File: src/rtl/datapath_if.sv
// Memory-side bus of the datapath: address/write data/request/write-enable
// travel out to the memory, read data and acknowledge come back.
interface datapath_if;
    logic [7:0] mem_addr;
    logic [7:0] mem_wdata;
    logic       mem_req;
    logic       mem_we;
    logic [7:0] mem_rdata;
    logic       mem_ack;

    modport master (
        output mem_addr,
        output mem_wdata,
        output mem_req,
        output mem_we,
        input  mem_rdata,
        input  mem_ack
    );

    modport slave (
        input  mem_addr,
        input  mem_wdata,
        input  mem_req,
        input  mem_we,
        output mem_rdata,
        output mem_ack
    );
endinterface

File: src/rtl/datapath.sv
// 8-bit accumulator datapath: register file on a single internal bus, ALU with
// flag generation, and a request/acknowledge memory sequencer.
// Optional build macro DATAPATH_MEM_TIMEOUT_EN: aborts a memory transaction
// after 255 cycles without acknowledge and sets the sticky flag FR[7].
module datapath (
    input  logic        clk,
    input  logic        rst,
    input  logic [15:0] C,
    input  logic [7:0]  fn,
    output logic [7:0]  OPCODE,
    output logic [7:0]  Flag,
    output logic        ready,
    datapath_if.master  mem
);
    typedef enum logic [1:0] {IDLE, RD, WR} mem_state_t;

    mem_state_t state_reg;
    logic [7:0] pc_reg, mar_reg, mdr_reg, ir_reg, acc_reg, b_reg, fr_reg;
    logic       ready_reg, req_reg, we_reg;

    logic [7:0] bus;
    logic [7:0] alu_y;
    logic [8:0] alu_sum;
    logic       alu_c, alu_v;
    logic [3:0] alu_flags;
    logic       idle, busy, rd_done, timeout_hit;

    // Upper fn nibble and C[15] are reserved and deliberately unused.
    logic unused_bits;
    assign unused_bits = ^{fn[7:4], C[15]};

    assign idle    = (state_reg == IDLE);
    assign busy    = (state_reg == RD) || (state_reg == WR);
    assign rd_done = (state_reg == RD) && mem.mem_ack;

    assign OPCODE        = ir_reg;
    assign Flag          = fr_reg;
    assign ready         = ready_reg;
    assign mem.mem_addr  = mar_reg;
    assign mem.mem_wdata = mdr_reg;
    assign mem.mem_req   = req_reg;
    assign mem.mem_we    = we_reg;

`ifdef DATAPATH_MEM_TIMEOUT_EN
    logic [7:0] wait_cnt_reg;

    // Timeout fires on the edge that ends the 255th waiting cycle.
    assign timeout_hit = busy && !mem.mem_ack && (wait_cnt_reg == 8'd254);

    // Count edges spent waiting for acknowledge; cleared whenever idle.
    always_ff @(posedge clk or negedge rst) begin
        if (!rst)
            wait_cnt_reg <= 8'd0;
        else if (busy)
            wait_cnt_reg <= wait_cnt_reg + 8'd1;
        else
            wait_cnt_reg <= 8'd0;
    end
`else
    assign timeout_hit = 1'b0;
`endif

    // Internal bus source select.
    always_comb begin
        bus = 8'h00;
        case (C[3:0])
            4'd1:    bus = pc_reg;
            4'd2:    bus = mdr_reg;
            4'd3:    bus = acc_reg;
            4'd4:    bus = b_reg;
            4'd5:    bus = alu_y;
            default: bus = 8'h00;
        endcase
    end

    // ALU on ACC and B, with carry (not-borrow for subtract) and overflow.
    always_comb begin
        alu_y   = acc_reg;
        alu_sum = 9'd0;
        alu_c   = 1'b0;
        alu_v   = 1'b0;
        case (fn[3:0])
            4'd1: begin
                alu_sum = {1'b0, acc_reg} + {1'b0, b_reg};
                alu_y   = alu_sum[7:0];
                alu_c   = alu_sum[8];
                alu_v   = (acc_reg[7] == b_reg[7]) && (alu_y[7] != acc_reg[7]);
            end
            4'd2: begin
                alu_sum = {1'b0, acc_reg} - {1'b0, b_reg};
                alu_y   = alu_sum[7:0];
                alu_c   = ~alu_sum[8];
                alu_v   = (acc_reg[7] != b_reg[7]) && (alu_y[7] != acc_reg[7]);
            end
            4'd3: alu_y = acc_reg & b_reg;
            4'd4: alu_y = acc_reg | b_reg;
            4'd5: alu_y = acc_reg ^ b_reg;
            4'd6: alu_y = ~acc_reg;
            4'd7: begin
                alu_y = {acc_reg[6:0], 1'b0};
                alu_c = acc_reg[7];
            end
            4'd8: begin
                alu_y = {1'b0, acc_reg[7:1]};
                alu_c = acc_reg[0];
            end
            4'd9: begin
                alu_sum = {1'b0, acc_reg} + {1'b0, b_reg} + {8'd0, fr_reg[1]};
                alu_y   = alu_sum[7:0];
                alu_c   = alu_sum[8];
                alu_v   = (acc_reg[7] == b_reg[7]) && (alu_y[7] != acc_reg[7]);
            end
            default: alu_y = acc_reg;
        endcase
        alu_flags = {alu_v, alu_y[7], alu_c, (alu_y == 8'h00)};
    end

    // Register transfers; control word honoured only while no transaction is pending.
    always_ff @(posedge clk or negedge rst) begin
        if (!rst) begin
            pc_reg  <= 8'h00;
            mar_reg <= 8'h00;
            mdr_reg <= 8'h00;
            ir_reg  <= 8'h00;
            acc_reg <= 8'h00;
            b_reg   <= 8'h00;
            fr_reg  <= 8'h00;
        end else begin
            if (idle) begin
                if (C[4])
                    pc_reg <= bus;
                else if (C[5])
                    pc_reg <= pc_reg + 8'd1;
                if (C[6])  mar_reg <= bus;
                if (C[7])  mdr_reg <= bus;
                if (C[8])  ir_reg  <= bus;
                if (C[9])  acc_reg <= bus;
                if (C[10]) b_reg   <= bus;
                if (C[14])
                    fr_reg <= 8'h00;
                else if (C[13])
                    fr_reg[3:0] <= alu_flags;
            end else if (rd_done) begin
                mdr_reg <= mem.mem_rdata;
            end
            if (timeout_hit)
                fr_reg[7] <= 1'b1;
        end
    end

    // Memory sequencer with registered handshake outputs; read wins over write.
    always_ff @(posedge clk or negedge rst) begin
        if (!rst) begin
            state_reg <= IDLE;
            req_reg   <= 1'b0;
            we_reg    <= 1'b0;
            ready_reg <= 1'b1;
        end else begin
            case (state_reg)
                IDLE: begin
                    if (C[11]) begin
                        state_reg <= RD;
                        req_reg   <= 1'b1;
                        we_reg    <= 1'b0;
                        ready_reg <= 1'b0;
                    end else if (C[12]) begin
                        state_reg <= WR;
                        req_reg   <= 1'b1;
                        we_reg    <= 1'b1;
                        ready_reg <= 1'b0;
                    end
                end
                RD, WR: begin
                    if (mem.mem_ack || timeout_hit) begin
                        state_reg <= IDLE;
                        req_reg   <= 1'b0;
                        we_reg    <= 1'b0;
                        ready_reg <= 1'b1;
                    end
                end
                default: begin
                    state_reg <= IDLE;
                    req_reg   <= 1'b0;
                    we_reg    <= 1'b0;
                    ready_reg <= 1'b1;
                end
            endcase
        end
    end
endmodule

File: src/flat_wrapper.sv
// flat-port wrapper written by rule: the top's interface ports become plain ports
module datapath_flat 
  (clk, rst, C, fn, OPCODE, Flag, ready, mem_mem_addr, mem_mem_wdata, mem_mem_req, mem_mem_we, mem_mem_rdata, mem_mem_ack);
  datapath_if mem_i ();
  input  logic clk;
  input  logic rst;
  input  logic [15:0] C;
  input  logic [7:0] fn;
  output logic [7:0] OPCODE;
  output logic [7:0] Flag;
  output logic ready;
  output wire logic [$bits(mem_i.mem_addr)-1:0] mem_mem_addr;
  output wire logic [$bits(mem_i.mem_wdata)-1:0] mem_mem_wdata;
  output wire logic [$bits(mem_i.mem_req)-1:0] mem_mem_req;
  output wire logic [$bits(mem_i.mem_we)-1:0] mem_mem_we;
  input wire logic [$bits(mem_i.mem_rdata)-1:0] mem_mem_rdata;
  input wire logic [$bits(mem_i.mem_ack)-1:0] mem_mem_ack;
  assign mem_mem_addr = mem_i.mem_addr;
  assign mem_mem_wdata = mem_i.mem_wdata;
  assign mem_mem_req = mem_i.mem_req;
  assign mem_mem_we = mem_i.mem_we;
  assign mem_i.mem_rdata = mem_mem_rdata;
  assign mem_i.mem_ack = mem_mem_ack;
  datapath u_core (.clk(clk), .rst(rst), .C(C), .fn(fn), .OPCODE(OPCODE), .Flag(Flag), .ready(ready), .mem(mem_i));
endmodule
File: config.mk
export PLATFORM = sky130hd
export DESIGN_NAME = datapath_flat
export DESIGN_NICKNAME = d
export VERILOG_FILES = /design/src/rtl/datapath_if.sv /design/src/rtl/datapath.sv /design/src/flat_wrapper.sv
export SDC_FILE = /design/constraint.sdc
export NUM_CORES = 1
export LEC_CHECK = 0
export CORE_MARGIN = 2
export CORE_UTILIZATION = 45
export CTS_BUF_LIST = sky130_fd_sc_hd__clkbuf_2
export CTS_CLUSTER_SIZE = 28
export DETAILED_ROUTE_END_ITERATION = 16
export PLACE_DENSITY = 0.78
export SYNTH_ARGS = -nofsm -noshare
export SYNTH_HDL_FRONTEND = slang
export SYNTH_SLANG_ARGS = --single-unit
File: constraint.sdc
create_clock -name clk -period 5.4 [get_ports clk]
set_input_delay 1.08 -clock clk [delete_from_list [all_inputs] [get_ports clk]]
set_output_delay 1.08 -clock clk [all_outputs]
set_load 0.005 [all_outputs]
==> impl_metrics.json, run 1 <==
{
  "final_common_cell": "nor2_1",
  "status": "finished clean",
  "grt_usage": 0.250,
  "hold_viol": 0,
  "first_pass_iters": 5,
  "wl_per_cell_um": 18.9,
  "grt-ovfl-total": 0,
  "fin_crit_sh": 0.696,
  "cts_tree": "built",
  "synth_top_area_frac": 0.283,
  "drtIter0Drc": 474,
  "hpwl_mm": 10.8,
  "ctsHoldBuffers": 0,
  "r2r_end": "u_core.pc_reg[5]",
  "drive_gt1_frac": 0.0833,
  "rrSetupSlack_ns": 1.64,
  "ys_top_cells_by_area": "dfrtp_1 (28%), ha_1 (7.5%), a21oi_1 (7.0%)",
  "grt_antenna_before_repair": 0,
  "vias_per_cell": 6.21,
  "ys_types": 87,
  "clk_pin_slew_ns": 0.29,
  "synth_edf_count": 0,
  "tightest_slew_ns": 0.960,
  "multi_input_area_um2": 3120,
  "power_density_nw_per_um2": 613,
  "placed_cells": 764,
  "clk_latency_ns": 0.46,
  "num_vias": 4797,
  "start_util": 0.467,
  "layout_min_cycle_time_ns": 3.76,
  "hp-start": "u_core.Flag[0]",
  "row_count": 37,
  "fillers": 986,
  "cts.path.max_buffers": 2,
  "reg2regPathDepth": 10,
  "clock_sinks": 56,
  "die-area_um2": 11700,
  "crit_type": "reg2reg",
  "regArea_um2": 1400,
  "fmaxAchievable_mhz": 266,
  "maxSlewHeadroom": 0.351,
  "fin_nets": 701,
  "cts_resized": 0,
  "whs_endpoint": "u_core.Flag[0]",
  "grt_pass1_wl_mm": 23.2,
  "routed_wl_mm": 14.6,
  "synth_warnings": 0,
  "synth_largest_area_cell": "dfrtp_1",
  "post_cts_buffers": 0,
  "grt_pass1_vias": 4435,
  "synth_area_um2": 4860,
  "maxCapViolations": 0,
  "finClkSkew_ns": 0.0294,
  "die_w_um": 108,
  "crit_path_end_kind": "register",
  "ios": 70,
  "slew_violations": 0,
  "syn_to_final_growth_pct": 14.3,
  "core-area_um2": 10400,
  "fin_cells": 772,
  "total_leakage_power_nw": 2.26,
  "cp_data_arrival_time_ns": 4.09,
  "avgSynthCellArea_um2": 8.07,
  "rr_startpoint": "u_core.acc_reg[0]",
  "crit_fanout": 8,
  "vdd_drop_max_uv": 335,
  "ys.flop_type": "dfrtp_1",
  "hp-class": "reg2reg",
  "grt_max_degree": 57,
  "ys_seq_elements": 56,
  "die_y_um": 108,
  "async_flop_share": 1.00,
  "cts_buffers": 5,
  "hold_depth": 2,
  "postSynthCellCount": 603,
  "drcViolationCount": 0,
  "ant_nets": 0,
  "cts-root-buf": "clkbuf_2",
  "layout_common_cells": "nor2_1 (81), a21oi_1 (68), clkdlybuf4s50_1 (59)",
  "yosysSeqAreaShare": 0.288,
  "worstPathRequired_ns": 5.73,
  "cp-start-kind": "register",
  "antenna_cells": 0,
  "finalSetupViolations": 0,
  "gp_congestion": 0.970,
  "port_buffers": 60,
  "rsz0062_at_grt": "no",
  "h-tree-depth": 2,
  "setup_tns_ns": 0
}
stage by stage:
stage	setup WS, ns	cell area, um^2	power [mW]	util	hold WS (ns)
floorplan	2.54	4870	2.44	-	0.479
global placement	1.27	5490	3.07	0.527	0.500
detailed placement	1.21	5490	3.13	0.527	0.506
CTS	1.70	5560	3.36	0.534	0.559
global route	1.53	5560	3.67	0.534	0.583
finish	1.64	5560	3.41	0.534	0.547
critical path, cell delays in order, from the launching register on:
cell and delay, ns:
dfrtp_1 0.57, ha_1 0.30, inv_1 0.08, fa_1 0.49, xnor2_2 0.33, and4_1 0.30
a41oi_1 0.13, o211ai_1 0.53, o22ai_1 0.17, a211oi_2 0.61, a31oi_1 0.16
power by group:
group          internal [mW]  leakage [nW]  switching [mW]
Sequential             0.611         0.687           0.251
Combinational          0.984          1.53            1.35
Clock                 0.0820        0.0436           0.132
layout make-up:
class,instances,share of cell area
Clock inverter,2,0.00698
Timing Repair Buffer,70,0.121
Inverter,33,0.0223
Multi-Input combinational cell,469,0.562
Clock buffer,6,0.00540
Tap cell,136,0.0306
Sequential cell,56,0.252
metal layers:
layer,up-vias,wire length (um),GRT usage
met5,-,0,0
met4,0,359,0.0751
met3,29,1050,0.0289
met2,223,6930,0.412
met1,2284,6260,0.348
li1,2261,-,-
how the worst max path moves through the flow:
stage | startpoint | end | slack, ns
final | u_core.acc_reg[0] | u_core.pc_reg[5] | 1.64
after global routing | u_core.acc_reg[0] | u_core.OPCODE[5] | 1.53
after CTS | fn[3] | u_core.mem.mem_wdata[3] | 1.70
after detailed placement | fn[3] | u_core.mem.mem_wdata[3] | 1.21
after global placement | fn[3] | u_core.pc_reg[3] | 1.27
after floorplan | fn[1] | u_core.pc_reg[2] | 2.54
synthesized netlist by cell type (all sizes together), types with 4 or more instances:
cell type  number
mux2            9
inv            32
dfrtp          55
and3            6
nand4          11
nand2b          7
nor2           82
ha             29
a31oi          13
o221ai          5
nor3           13
xnor2           9
a22oi          19
and2            6
clkbuf         19
nor3b           6
a21oi          72
o21ai          33
mux2i           5
buf            29
or2             4
nand3b          4
a211oi         11
xor2            4
o22ai           6
nand3          10
a221oi          6
o22a            6
nor2b           6
nand2          26
cell families (layout without fill, tap and decap cells):
group	after synthesis	after routing	synth area share
AO/OA/AOI/OAI	212	212	0.298
AND/OR/NAND/NOR	195	195	0.202
buffers and inverters	81	111	0.0718
flip-flops	56	56	0.288
adder cells (fa/ha/maj)	31	31	0.0828
multiplexers	14	14	0.0311
XOR/XNOR	13	13	0.0250
other	1	4	0.000771
Power figures use the tool's default switching activity.
==> run 2: changes to the inputs <==
--- a/config.mk
+++ b/config.mk
@@ -10,7 +10,7 @@
 export CTS_BUF_LIST = sky130_fd_sc_hd__clkbuf_2
 export CTS_CLUSTER_SIZE = 28
 export DETAILED_ROUTE_END_ITERATION = 16
-export PLACE_DENSITY = 0.78
+export PLACE_DENSITY = 0.81
 export SYNTH_ARGS = -nofsm -noshare
 export SYNTH_HDL_FRONTEND = slang
 export SYNTH_SLANG_ARGS = --single-unit
==> constraint.sdc (replaced) <==
create_clock -name clk -period 3.3 [get_ports clk]
set_input_delay 0.66 -clock clk [delete_from_list [all_inputs] [get_ports clk]]
set_output_delay 0.66 -clock clk [all_outputs]
set_load 0.005 [all_outputs]
==> run 2 against run 1 <==
Clock power up 26%. Die area unchanged. Power up 72%. Flip-flop and latch count unchanged. Largest cell class unchanged.
==> impl_metrics.json, run 2 (synthesis gave the netlist of run 1 again) <==
{
  "die_w_um": 108,
  "grt_pass1_wl_mm": 23.9,
  "die_y_um": 108,
  "fin_crit_sh": 0.947,
  "row_count": 37,
  "cts-root-buf": "clkbuf_2",
  "antenna_cells": 0,
  "power.share.clock": 0.046,
  "layout_common_cells": "nor2_1 (81), a21oi_1 (67), clkdlybuf4s50_1 (59)",
  "grt_antenna_before_repair": 0,
  "worstPathCellList": "ha_1, inv_1, fa_1, nand2b_1, a21oi_2, a211oi_1, a22o_1, o211ai_1, o22ai_1, a211oi_2, buf_4, a31oi_1",
  "hp-class": "in2async",
  "routed_wl_mm": 15.1,
  "setup_tns_ns": 0,
  "cp-start-kind": "register",
  "cts.path.max_buffers": 2,
  "crit_path_end_kind": "register",
  "grt_usage": 0.261,
  "final_common_cell": "nor2_1",
  "drive_gt1_frac": 0.146,
  "total_leakage_power_nw": 2.45,
  "combinationalPowerShare": 0.731,
  "fmaxAchievable_mhz": 320,
  "vias_per_cell": 6.17,
  "die-area_um2": 11700,
  "ant_nets": 0,
  "rrSetupSlack_ns": 0.17,
  "post-route-util": 0.564,
  "ios": 70,
  "maxCapViolations": 0,
  "power_density_nw_per_um2": 998,
  "rsz0062_at_grt": "no",
  "max_stage_delay_ns": 0.48,
  "crit_fanout": 6,
  "clock_sinks": 56,
  "worstPathRequired_ns": 3.63,
  "r2r_end": "u_core.pc_reg[5]",
  "slowest_stage": "dfrtp_1",
  "clk_latency_ns": 0.44,
  "p_seq_frac": 0.223,
  "cts_tree": "built",
  "rr_startpoint": "u_core.acc_reg[0]",
  "gp_congestion": 1.00,
  "num_vias": 5010,
  "first_pass_iters": 7,
  "sw_frac_of_total": 0.494,
  "hpwl_mm": 11.8,
  "reg2regPathDepth": 12,
  "crit_type": "reg2reg",
  "core-area_um2": 10400,
  "grt_max_degree": 31,
  "grt_pass1_vias": 4656,
  "internal_power_mw": 2.96,
  "vdd_drop_max_uv": 525,
  "finalSetupViolations": 0,
  "syn_to_final_growth_pct": 20.8,
  "hold_viol": 0,
  "finClkSkew_ns": 0.0296,
  "grt-ovfl-total": 0,
  "clk_pin_slew_ns": 0.29,
  "cts_buffers": 5,
  "fin_nets": 741,
  "start_util": 0.467,
  "cp_data_arrival_time_ns": 3.46,
  "p_sw_mw": 2.90,
  "layout_min_cycle_time_ns": 3.13,
  "drtIter0Drc": 304,
  "ctsHoldBuffers": 0,
  "maxSlewHeadroom": 0.562,
  "tightest_slew_ns": 0.655,
  "wl_per_cell_um": 18.6,
  "drcViolationCount": 0,
  "h-tree-depth": 2,
  "status": "finished clean",
  "slew_violations": 0,
  "port_buffers": 60
}
## run 2: metal layers
layer  wire, um  track usage  part of all wire
met1       6300        0.353              0.42
met2       7230        0.438              0.48
met3       1150       0.0295             0.076
met4        406       0.0797             0.027
met5          0            0                 0
## run 2: per-stage QoR
stage / instance area [um^2] / setup WS, ns / instances / power, mW / hold WS [ns]
floorplan: 4870 / 0.494 / 606 / 3.99 / 0.364
global placement: 5800 / 0.0631 / 804 / 5.35 / 0.492
detailed placement: 5800 / 0.0493 / 804 / 5.46 / 0.502
CTS: 5850 / 0.0310 / 812 / 5.75 / 0.185
global route: 5870 / 0.00251 / 812 / 6.30 / 0.194
finish: 5870 / 0.174 / 812 / 5.86 / 0.183
## run 2: worst max path at each step
stage,start,to,cells after the start
3_5_place_dp,fn[2],u_core.pc_reg[5],10
5_1_grt,u_core.acc_reg[0],u_core.pc_reg[5],12
3_3_place_gp,fn[2],u_core.pc_reg[5],10
2_1_floorplan,u_core.acc_reg[0],u_core.pc_reg[5],11
6_report,u_core.acc_reg[0],u_core.pc_reg[5],12
4_1_cts,u_core.acc_reg[0],u_core.Flag[0],13
## run 2: power groups by stage
stage	sequential [mW]	clock [mW]	combinational, mW
6_report	1.31	0.270	4.29
5_1_grt	1.34	0.302	4.65
4_1_cts	1.30	0.279	4.17
3_5_place_dp	1.31	0	4.15
3_3_place_gp	1.29	0	4.05
2_1_floorplan	1.28	0	2.71
## run 2: timing repair
action                                  CTS  global route
buffers inserted                          0             0
endpoints found under the setup margin    0            19
gates resized for setup                   0             7
endpoints found under the hold margin     0             0
## run 2: area by class of cell
class	instances	area, um^2
well taps	136	170
inverters	33	124
fillers	968	4540
clock buffers	6	30.0
flip-flops and latches	56	1400
clock inverters	2	13.8
repair buffers	110	983
multi-input cells	469	3150
## run 2: worst max-delay path: cells and delay by family, from the launching register on
family,cells,cell delay (ns)
and+or+nand+nor,1,0.31
DFF,1,0.48
AOI/OAI and AO/OA,7,1.32
adders and majority gates,2,0.68
buffers and inverters,2,0.25
==> run 3: changes to the inputs <==
--- a/config.mk
+++ b/config.mk
@@ -10,6 +10,7 @@
 export CTS_BUF_LIST = sky130_fd_sc_hd__clkbuf_2
 export CTS_CLUSTER_SIZE = 28
 export DETAILED_ROUTE_END_ITERATION = 16
+export HOLD_SLACK_MARGIN = 0.15
 export PLACE_DENSITY = 0.81
 export SYNTH_ARGS = -nofsm -noshare
 export SYNTH_HDL_FRONTEND = slang
==> results of run 3 <==
The final DEF is identical to that of run 2; final timing and power are the same.
